## src/rtl/cpu_types_pkg.sv

```systemverilog
// Shared CPU-wide type definitions.
package cpu_types_pkg;
  localparam int unsigned REG_W = 5;
  typedef logic [REG_W-1:0] regbits_t;
endpackage

```

## src/rtl/pipeline_if.sv

```systemverilog
// Pipeline sequencing types: controller states and per-cycle latch control bundle.
package pipeline_if;
  import cpu_types_pkg::*;

  typedef enum logic [1:0] {
    RUN     = 2'd0,
    DWAIT   = 2'd1,
    HALTING = 2'd2,
    HALTED  = 2'd3
  } pipe_state_t;

  typedef struct packed {
    logic pc_en;
    logic en_if_id;
    logic en_id_ex;
    logic en_ex_mem;
    logic en_mem_wb;
    logic flush_if_id;
    logic flush_id_ex;
  } latch_ctl_t;

  localparam latch_ctl_t CTL_IDLE = '{default: 1'b0};

  // Hazard priority for a cycle with no outstanding data-memory miss:
  // redirect beats load-use, which beats jump, which beats a fetch miss.
  function automatic latch_ctl_t run_ctl(input logic ihit, input logic br_taken,
                                         input logic lu, input logic jump);
    latch_ctl_t c;
    c = '{pc_en: 1'b1, en_if_id: 1'b1, en_id_ex: 1'b1, en_ex_mem: 1'b1,
          en_mem_wb: 1'b1, flush_if_id: 1'b0, flush_id_ex: 1'b0};
    if (br_taken) begin
      c.flush_if_id = 1'b1;
      c.flush_id_ex = 1'b1;
    end else if (lu) begin
      c.pc_en       = 1'b0;
      c.en_if_id    = 1'b0;
      c.flush_id_ex = 1'b1;
    end else if (jump) begin
      c.flush_if_id = 1'b1;
    end else if (!ihit) begin
      c.pc_en       = 1'b0;
      c.flush_if_id = 1'b1;
    end
    return c;
  endfunction
endpackage

```

## src/rtl/sat_counter.sv

```systemverilog
// Up-counter that sticks at all-ones; synchronous active-low clear.
module sat_counter #(
  parameter int unsigned W = 32
) (
  input  logic         CLK,
  input  logic         nRST,
  input  logic         inc,
  output logic [W-1:0] count
);
  always_ff @(posedge CLK) begin
    if (!nRST)
      count <= '0;
    else if (inc && (count != '1))
      count <= count + 1'b1;
  end
endmodule

```

## src/rtl/pipeline_ctrl.sv

```systemverilog
// Pipeline latch sequencer: hazard resolution, data-memory wait and halt/flush drain.
module pipeline_ctrl
  import cpu_types_pkg::*;
  import pipeline_if::*;
#(
  parameter int unsigned CNT_W = 32
) (
  input  logic             CLK,
  input  logic             nRST,
  input  logic             ihit,
  input  logic             dhit,
  input  logic             mem_memRen,
  input  logic             mem_memWen,
  input  logic             mem_halt,
  input  logic             ex_memRen,
  input  regbits_t         ex_regDest,
  input  regbits_t         dec_rs,
  input  regbits_t         dec_rt,
  input  logic             ex_br_taken,
  input  logic             dec_jump,
  input  logic             flush_done,
  output logic             pc_en,
  output logic             en_if_id,
  output logic             en_id_ex,
  output logic             en_ex_mem,
  output logic             en_mem_wb,
  output logic             flush_if_id,
  output logic             flush_id_ex,
  output logic             flush_req,
  output logic             halt,
  output logic [CNT_W-1:0] cycle_cnt,
  output logic [CNT_W-1:0] stall_cnt
);
  pipe_state_t state, next_state;
  latch_ctl_t  ctl, run_c;
  logic        dreq, lu;

  assign dreq  = mem_memRen | mem_memWen;
  assign lu    = ex_memRen && (ex_regDest != '0) &&
                 ((ex_regDest == dec_rs) || (ex_regDest == dec_rt));
  assign run_c = run_ctl(ihit, ex_br_taken, lu, dec_jump);

  always_ff @(posedge CLK) begin
    if (!nRST) begin
      state     <= RUN;
      flush_req <= 1'b0;
      halt      <= 1'b0;
    end else begin
      state     <= next_state;
      flush_req <= (next_state == HALTING);
      halt      <= (next_state == HALTED);
    end
  end

  always_comb begin
    next_state = state;
    ctl        = CTL_IDLE;
    unique case (state)
      RUN: begin
        if (dreq && !dhit) begin
          next_state = DWAIT;
        end else if (mem_halt) begin
          next_state    = HALTING;
          ctl.en_mem_wb = 1'b1;
        end else begin
          ctl = run_c;
        end
      end
      DWAIT: begin
        if (dhit) begin
          next_state = RUN;
          ctl        = run_c;
        end
      end
      HALTING: begin
        if (flush_done)
          next_state = HALTED;
      end
      HALTED: ;
    endcase
    if (!nRST)
      ctl = CTL_IDLE;
  end

  assign pc_en       = ctl.pc_en;
  assign en_if_id    = ctl.en_if_id;
  assign en_id_ex    = ctl.en_id_ex;
  assign en_ex_mem   = ctl.en_ex_mem;
  assign en_mem_wb   = ctl.en_mem_wb;
  assign flush_if_id = ctl.flush_if_id;
  assign flush_id_ex = ctl.flush_id_ex;

  sat_counter #(.W(CNT_W)) u_cycle_cnt (
    .CLK   (CLK),
    .nRST  (nRST),
    .inc   (state != HALTED),
    .count (cycle_cnt)
  );

  sat_counter #(.W(CNT_W)) u_stall_cnt (
    .CLK   (CLK),
    .nRST  (nRST),
    .inc   (((state == RUN) || (state == DWAIT)) && !ctl.pc_en),
    .count (stall_cnt)
  );
endmodule
```

## config.mk

```make
export PLATFORM = sky130hd
export DESIGN_NAME = pipeline_ctrl
export DESIGN_NICKNAME = d
export VERILOG_FILES = /design/src/rtl/cpu_types_pkg.sv /design/src/rtl/pipeline_if.sv /design/src/rtl/sat_counter.sv /design/src/rtl/pipeline_ctrl.sv
export SDC_FILE = /design/constraint.sdc
export NUM_CORES = 1
export LEC_CHECK = 0
export ABC_AREA = 1
export CAP_MARGIN = 20
export CORE_MARGIN = 2
export CORE_UTILIZATION = 45
export CTS_CLUSTER_SIZE = 24
export DETAILED_ROUTE_END_ITERATION = 10
export MAX_ROUTING_LAYER = met4
export PLACE_DENSITY = 0.76
export SLEW_MARGIN = 40
export SYNTH_ARGS = -nofsm -noshare
export SYNTH_HDL_FRONTEND = slang
export SYNTH_SLANG_ARGS = --single-unit
export TNS_END_PERCENT = 1
```

## constraint.sdc

```tcl
create_clock -name CLK -period 3 [get_ports CLK]
set_clock_uncertainty 0.1 [all_clocks]
set_input_delay 0.9 -clock CLK [delete_from_list [all_inputs] [get_ports CLK]]
set_output_delay 0.9 -clock CLK [all_outputs]
set_load 0.02 [all_outputs]
```

==> impl_metrics.tcl, run 1 <==
set metrics [dict create \
    outcome "complete, no violations" \
    syn_area_per_cell_um2 6.280 \
    crit_chain "clkbuf_2 -> o21bai_4 -> nand3b_1 -> a21oi_4 -> nand2_4 -> a31oi_4 -> buf_6" \
    cts_max_level 3 \
    seqPwrFrac 0.439 \
    num_rows 36 \
    max-clock-path-buffers 2 \
    routedWlPerCell_um 14.70 \
    area_delta_synth_final_pct 31.43 \
    fmax_ghz 0.3404 \
    p_int_mw 1.548 \
    start_util 0.4626 \
    drt_iter0_markers 240 \
    pwr-share-clk 0.424 \
    async_reset_ff_frac 0 \
    first_pass_iters 4 \
    nFillCells 914 \
    antenna_found_initial 0 \
    cts.sinks 68 \
    cp.required_ns 2.00 \
    power_frac_comb 0.138 \
    synth_top_area_frac 0.3011 \
    cts_tree "done" \
    crit_type "input pin to primary output" \
    grt_usage 0.2725 \
    grt_pass1_wl_mm 23.37 \
    fin_crit_sh 0.9792 \
    antenna_left 0 \
    yosysTopAreaCell "dfxtp_1" \
    nNetsFinal 851 \
    n_antenna_cell 0 \
    ys.flop_type "dfxtp_1" \
    synthTopCellsByArea "dfxtp_1 30%, nand2_1 18%, nor2_1 7.9%" \
    cts_setup_buffers 0 \
    fp.dieW_um 104.2 \
    yosys-top-cells-count "219 x nand2_1, 95 x nor2_1, 68 x dfxtp_1" \
    syn-num-nets 748 \
    synth_cells 720 \
    setup_violations 0 \
    yosys_warnings 0 \
    viasPerCell 5.299 \
    sw_frac_of_total 0.2783 \
    clockRootBuffer "clkbuf_8" \
    p_total_mw 2.145 \
    synth_cell_types 38 \
    numCtsBuffers 9 \
    grt_pass1_vias 4932 \
    dieArea_um2 10870 \
    finalWorstPathRequiredPeriod_ns 2.938 \
    worst-path-buf-inv 2 \
    core-area_um2 9774 \
    cp.arrival_ns 1.94 \
    cpPeakStageDelay_ns 0.27 \
    synth-edff-count 0 \
    dp_cells 945 \
    finalMaxSlewViolations 0 \
    wirelength_mm 14.12 \
    finalHoldViolCount 0 \
    grt_max_degree 50 \
    syn_area_um2 4522 \
    p_switching_mw 0.5970 \
    num_vias 5092 \
    hold_class "flip-flop to flip-flop" \
    die_y_um 104.2 \
    synth.most_common_cell "nand2_1" \
    critPathLaunchType "input pin" \
    clk_latency_ns 0.37 \
    cp_max_fo 4 \
    stdcell_count 961 \
    place.detailed.hpwl_mm 10.48 \
    maxCapViolCount 0 \
    io_pins 99 \
    numPortBuffers 98 \
    max_slew.worst_pin.slew_ns 0.6168 \
    grt_overflow 0 \
    place.gp.congestion 0.9573 \
    crit_path_end_kind "primary output" \
    rsz0062_at_grt "true" \
    slew_headroom 0.5888 \
    path_clk_slew_ns 0.07 \
    drc 0 \
    seq_area_frac_synth 0.3011 \
    power.leakage_nw 2.197 \
    fin_setup_tns_ns 0 \
    ir_worst_vdd_v 0.0002083 \
    cpMaxStageDelayCell "a21oi_4" \
    cp_top_family "compound AO/OA/AOI/OAI gates" \
    drive_gt1_frac 0.1425 \
    synth_seq_cells 68 \
    p_per_area_nw_per_um2 360.9 \
]
## layer usage
metal,routed length (um),vias up,global-route usage,share of wire
met5,0,-,-,0
met4,516,0,0.1458,0.037
met3,751,34,0.03759,0.053
met2,6875,160,0.4539,0.49
met1,5980,2361,0.3188,0.42
li1,-,2537,-,-
## stage by stage
step           cell area [um^2]  worst slack, ns  hold WS [ns]  utilization
2_1_floorplan              4536         -0.01914        0.4500            -
3_3_place_gp               5697          -0.7416        0.3889       0.5828
3_5_place_dp               5697          -0.7440        0.3923       0.5828
4_1_cts                    5939         0.009712        0.4047       0.6077
5_1_grt                    5943         -0.03107        0.4228       0.6080
6_report                   5943          0.06235        0.4033       0.6080
## power by group through the flow
stage	clock (mW)	combinational, mW	sequential [mW]
after detailed placement	0	0.294	0.961
final	0.909	0.295	0.941
after global routing	0.959	0.322	0.943
after floorplan	0	0.158	0.970
after global placement	0	0.287	0.961
after CTS	0.917	0.288	0.941
## layout make-up
cell class                 count  area [um^2]  area share
clock buffer                  11        151.4     0.02547
clock inverter                 5        83.83     0.01411
inverter                      77        291.5     0.04905
multi-input combinational    552         2831      0.4764
sequential                    68         1361      0.2291
tap                          133        166.4     0.02800
timing repair buffer         115         1057      0.1779
## layout by cell type, fill, tap and decap left out, types with 2 or more instances in the layout
master and count:
clkdlybuf4s15_1 6, a21oi_1 42, ha_1 2, nand3_1 22, buf_4 17, nor4_1 2, o21ai_0 9, dlygate4sd2_1 3
a21oi_2 10, clkbuf_2 8, clkdlybuf4s50_1 70, nor3_2 8, nand4_1 46, xnor2_1 12, nand4_2 2, nor2_1 95
nand3b_1 9, xor2_1 18, nand3_2 2, nand2_2 14, clkbuf_8 11, buf_6 3, buf_2 5, clkinv_2 2
nand3_4 2, dfxtp_1 68, nand2_1 217, o21ai_1 4, inv_1 61, nor3_1 17, inv_2 14, bufinv_16 2
clkinvlp_4 2, nor2_2 5
## worst paths after layout
check	end	cells after the start	slack (ns)	start
hold / removal	u_stall_cnt.count[23]	2	0.40	u_stall_cnt.count[23]
setup reg to reg	u_stall_cnt.count[16]	11	0.63	u_stall_cnt.count[0]
setup / recovery	flush_if_id	7	0.06	mem_memWen
hold reg to reg	u_stall_cnt.count[23]	2	0.40	u_stall_cnt.count[23]
## worst min-delay path: cells and delay by family (launching register included)
family | cells | cell delay (ns)
flip-flops | 1 | 0.34
AND/OR/NAND/NOR | 1 | 0.08
AO/OA/AOI/OAI | 1 | 0.04
## cell families after synthesis
family / Yosys count / synth area share
buffers and inverters: 100 / 0.09214
flip-flops: 68 / 0.3011
XOR/XNOR: 31 / 0.06004
AO/OA/AOI/OAI: 72 / 0.09159
AND/OR/NAND/NOR: 447 / 0.4496
adder cells (fa/ha/maj): 2 / 0.005533
## state kept, by name (all words and copies together) (netlist names)
register	flops
flush_req	1
halt	1
state	2
u_cycle_cnt.count	32
u_stall_cnt.count	32
## what timing repair did
action | 4_1_cts | 5_1_grt
endpoints found under the setup margin | 7 | 4
hold buffers | 0 | 0
pin swaps | 12 | 13
gates resized for setup | 71 | 31
Note: power is estimated with default switching activity, not from simulation.
==> run 2, diff against run 1 <==
- CORE_MARGIN: 2 -> default
==> run 2 against run 1 <==
- clock power fell by 24%
- largest power group unchanged
- non-clock buffer count fell by 1
- first-iteration DRC count fell by 3.8%
- combinational power barely moved
- via count rose by 0.12%
- total power fell by 10%
- sequential cell count did not move
==> impl_metrics.tcl, run 2 (synthesis gave the netlist of run 1 again) <==
set metrics [dict create \
    drt_iter0_markers 231 \
    clk_latency_ns 0.35 \
    cp.required_ns 2.00 \
    routedWlPerCell_um 14.01 \
    antenna_left 0 \
    grt_usage 0.2754 \
    grt_overflow 0 \
    setup_violations 0 \
    num_vias 5098 \
    numCtsBuffers 9 \
    viasPerCell 5.316 \
    nNetsFinal 850 \
    clockRootBuffer "clkbuf_8" \
    numPortBuffers 98 \
    cts_max_level 3 \
    drive_gt1_frac 0.1392 \
    worst-path-buf-inv 2 \
    num_rows 36 \
    mostFrequentLayoutCells "217 x nand2_1, 94 x nor2_1, 71 x clkdlybuf4s50_1, 68 x dfxtp_1, 61 x inv_1" \
    finalHoldViolCount 0 \
    fp.dieW_um 102.2 \
    grt_pass1_vias 4609 \
    fmax_ghz 0.3375 \
    slew_headroom 0.5849 \
    grt_pass1_wl_mm 21.96 \
    finalMaxSlewViolations 0 \
    p_total_mw 1.927 \
    start_util 0.4626 \
    crit_type "input pin to primary output" \
    cpMaxStageDelayCell "a21oi_4" \
    hold_buffers 0 \
    path_clk_slew_ns 0.07 \
    p_per_area_nw_per_um2 330.4 \
    crit_path_end_kind "primary output" \
    cp.arrival_ns 1.96 \
    hold_class "flip-flop to flip-flop" \
    drc 0 \
    finalWorstPathRequiredPeriod_ns 2.963 \
    outcome "complete, no violations" \
    ir_worst_vdd_v 0.0002286 \
    nFillCells 963 \
    reg_top3 "u_cycle_cnt.count x32, u_stall_cnt.count x32, state x2" \
    io_pins 99 \
    critPathLaunchType "input pin" \
    core-area_um2 9774 \
    power.leakage_nw 2.150 \
    first_pass_iters 4 \
    fin_setup_tns_ns 0 \
    place.detailed.hpwl_mm 10.12 \
    cp_top_family "compound AO/OA/AOI/OAI gates" \
    maxCapViolCount 0 \
    crit_chain "clkdlybuf4s15_1 -> nand3b_1 -> a21oi_4 -> nand2_4 -> a31oi_4 -> buf_6" \
    cts.sinks 68 \
    antenna_found_initial 0 \
    cp_max_fo 4 \
    final_common_cell "nand2_1" \
    n_antenna_cell 0 \
    max_slew.worst_pin.slew_ns 0.6226 \
    area_delta_synth_final_pct 28.94 \
    cpPeakStageDelay_ns 0.29 \
    die_y_um 102.2 \
    cts_tree "done" \
    fin_crit_sh 0.9877 \
    grt_max_degree 50 \
    wirelength_mm 13.44 \
    place.gp.congestion 0.9782 \
    dieArea_um2 10450 \
    max-clock-path-buffers 2 \
]
==> run 2: cell count changes in the layout (fill, tap and decap cells not counted), moves of 2 or more <==
cell        change
clkbuf_1        +2
clkinvlp_4      -2
bufinv_16       -2
clkinv_2        +2
buf_2           +2
==> run 2: report_power, final <==
group / internal [mW] / switching [mW]
clock: 0.339 / 0.354
sequential: 0.918 / 0.0183
combinational: 0.112 / 0.184
total: 1.37 / 0.557
==> run 2: final cells by class <==
type / count / area, um^2 / share of cell area
Tap cell: 133 / 166.4 / 0.02854
Inverter: 77 / 291.5 / 0.05000
Clock buffer: 13 / 158.9 / 0.02725
Multi-Input combinational cell: 552 / 2819 / 0.4835
Sequential cell: 68 / 1361 / 0.2335
Clock inverter: 2 / 10.01 / 0.001717
Timing Repair Buffer: 114 / 1023 / 0.1755
==> run 2: path summary, 6_finish.rpt <==
| check | slack [ns] | cells after the start | from | endpoint |
|---|---|---|---|---|
| worst max-delay path | 0.04 | 6 | mem_halt | flush_if_id |
| worst max register to register | 0.60 | 11 | u_stall_cnt.count[1] | u_stall_cnt.count[0] |
| worst min register to register | 0.41 | 2 | u_stall_cnt.count[23] | u_stall_cnt.count[23] |
| worst min-delay path | 0.41 | 2 | u_stall_cnt.count[23] | u_stall_cnt.count[23] |
==> run 2: tightest hold or removal path: cells and delay by family (launching register included) <==
family	cells	cell delay [ns]
and+or+nand+nor	1	0.08
AOI/OAI and AO/OA	1	0.04
DFF	1	0.35
==> run 2: timing repair <==
item,CTS,global route
pin swaps,10,19
endpoints found under the setup margin,7,4
gates cloned,0,0
buffers inserted,0,0
resized for setup,72,31
==> run 2: per-stage QoR <==
step / setup slack [ns] / util / hold WS [ns] / cell area, um^2 / std cells
6_report: 0.03694 / 0.5965 / 0.4134 / 5831 / 959
5_1_grt: -0.02377 / 0.5965 / 0.4296 / 5831 / 959
4_1_cts: -0.001608 / 0.5990 / 0.4102 / 5854 / 959
3_5_place_dp: -0.7749 / 0.5808 / 0.3968 / 5677 / 944
3_3_place_gp: -0.7495 / 0.5808 / 0.3822 / 5677 / 944
2_1_floorplan: -0.01914 / - / 0.4500 / 4536 / 720
==> run 2: metal layers <==
| metal | share of wire | vias up | GRT usage |
|---|---|---|---|
| li1 | - | 2541 | - |
| met3 | 0.058 | 24 | 0.03352 |
| met4 | 0.027 | 0 | 0.1099 |
| met1 | 0.44 | 2350 | 0.3453 |
| met2 | 0.47 | 183 | 0.4491 |
| met5 | 0 | - | - |
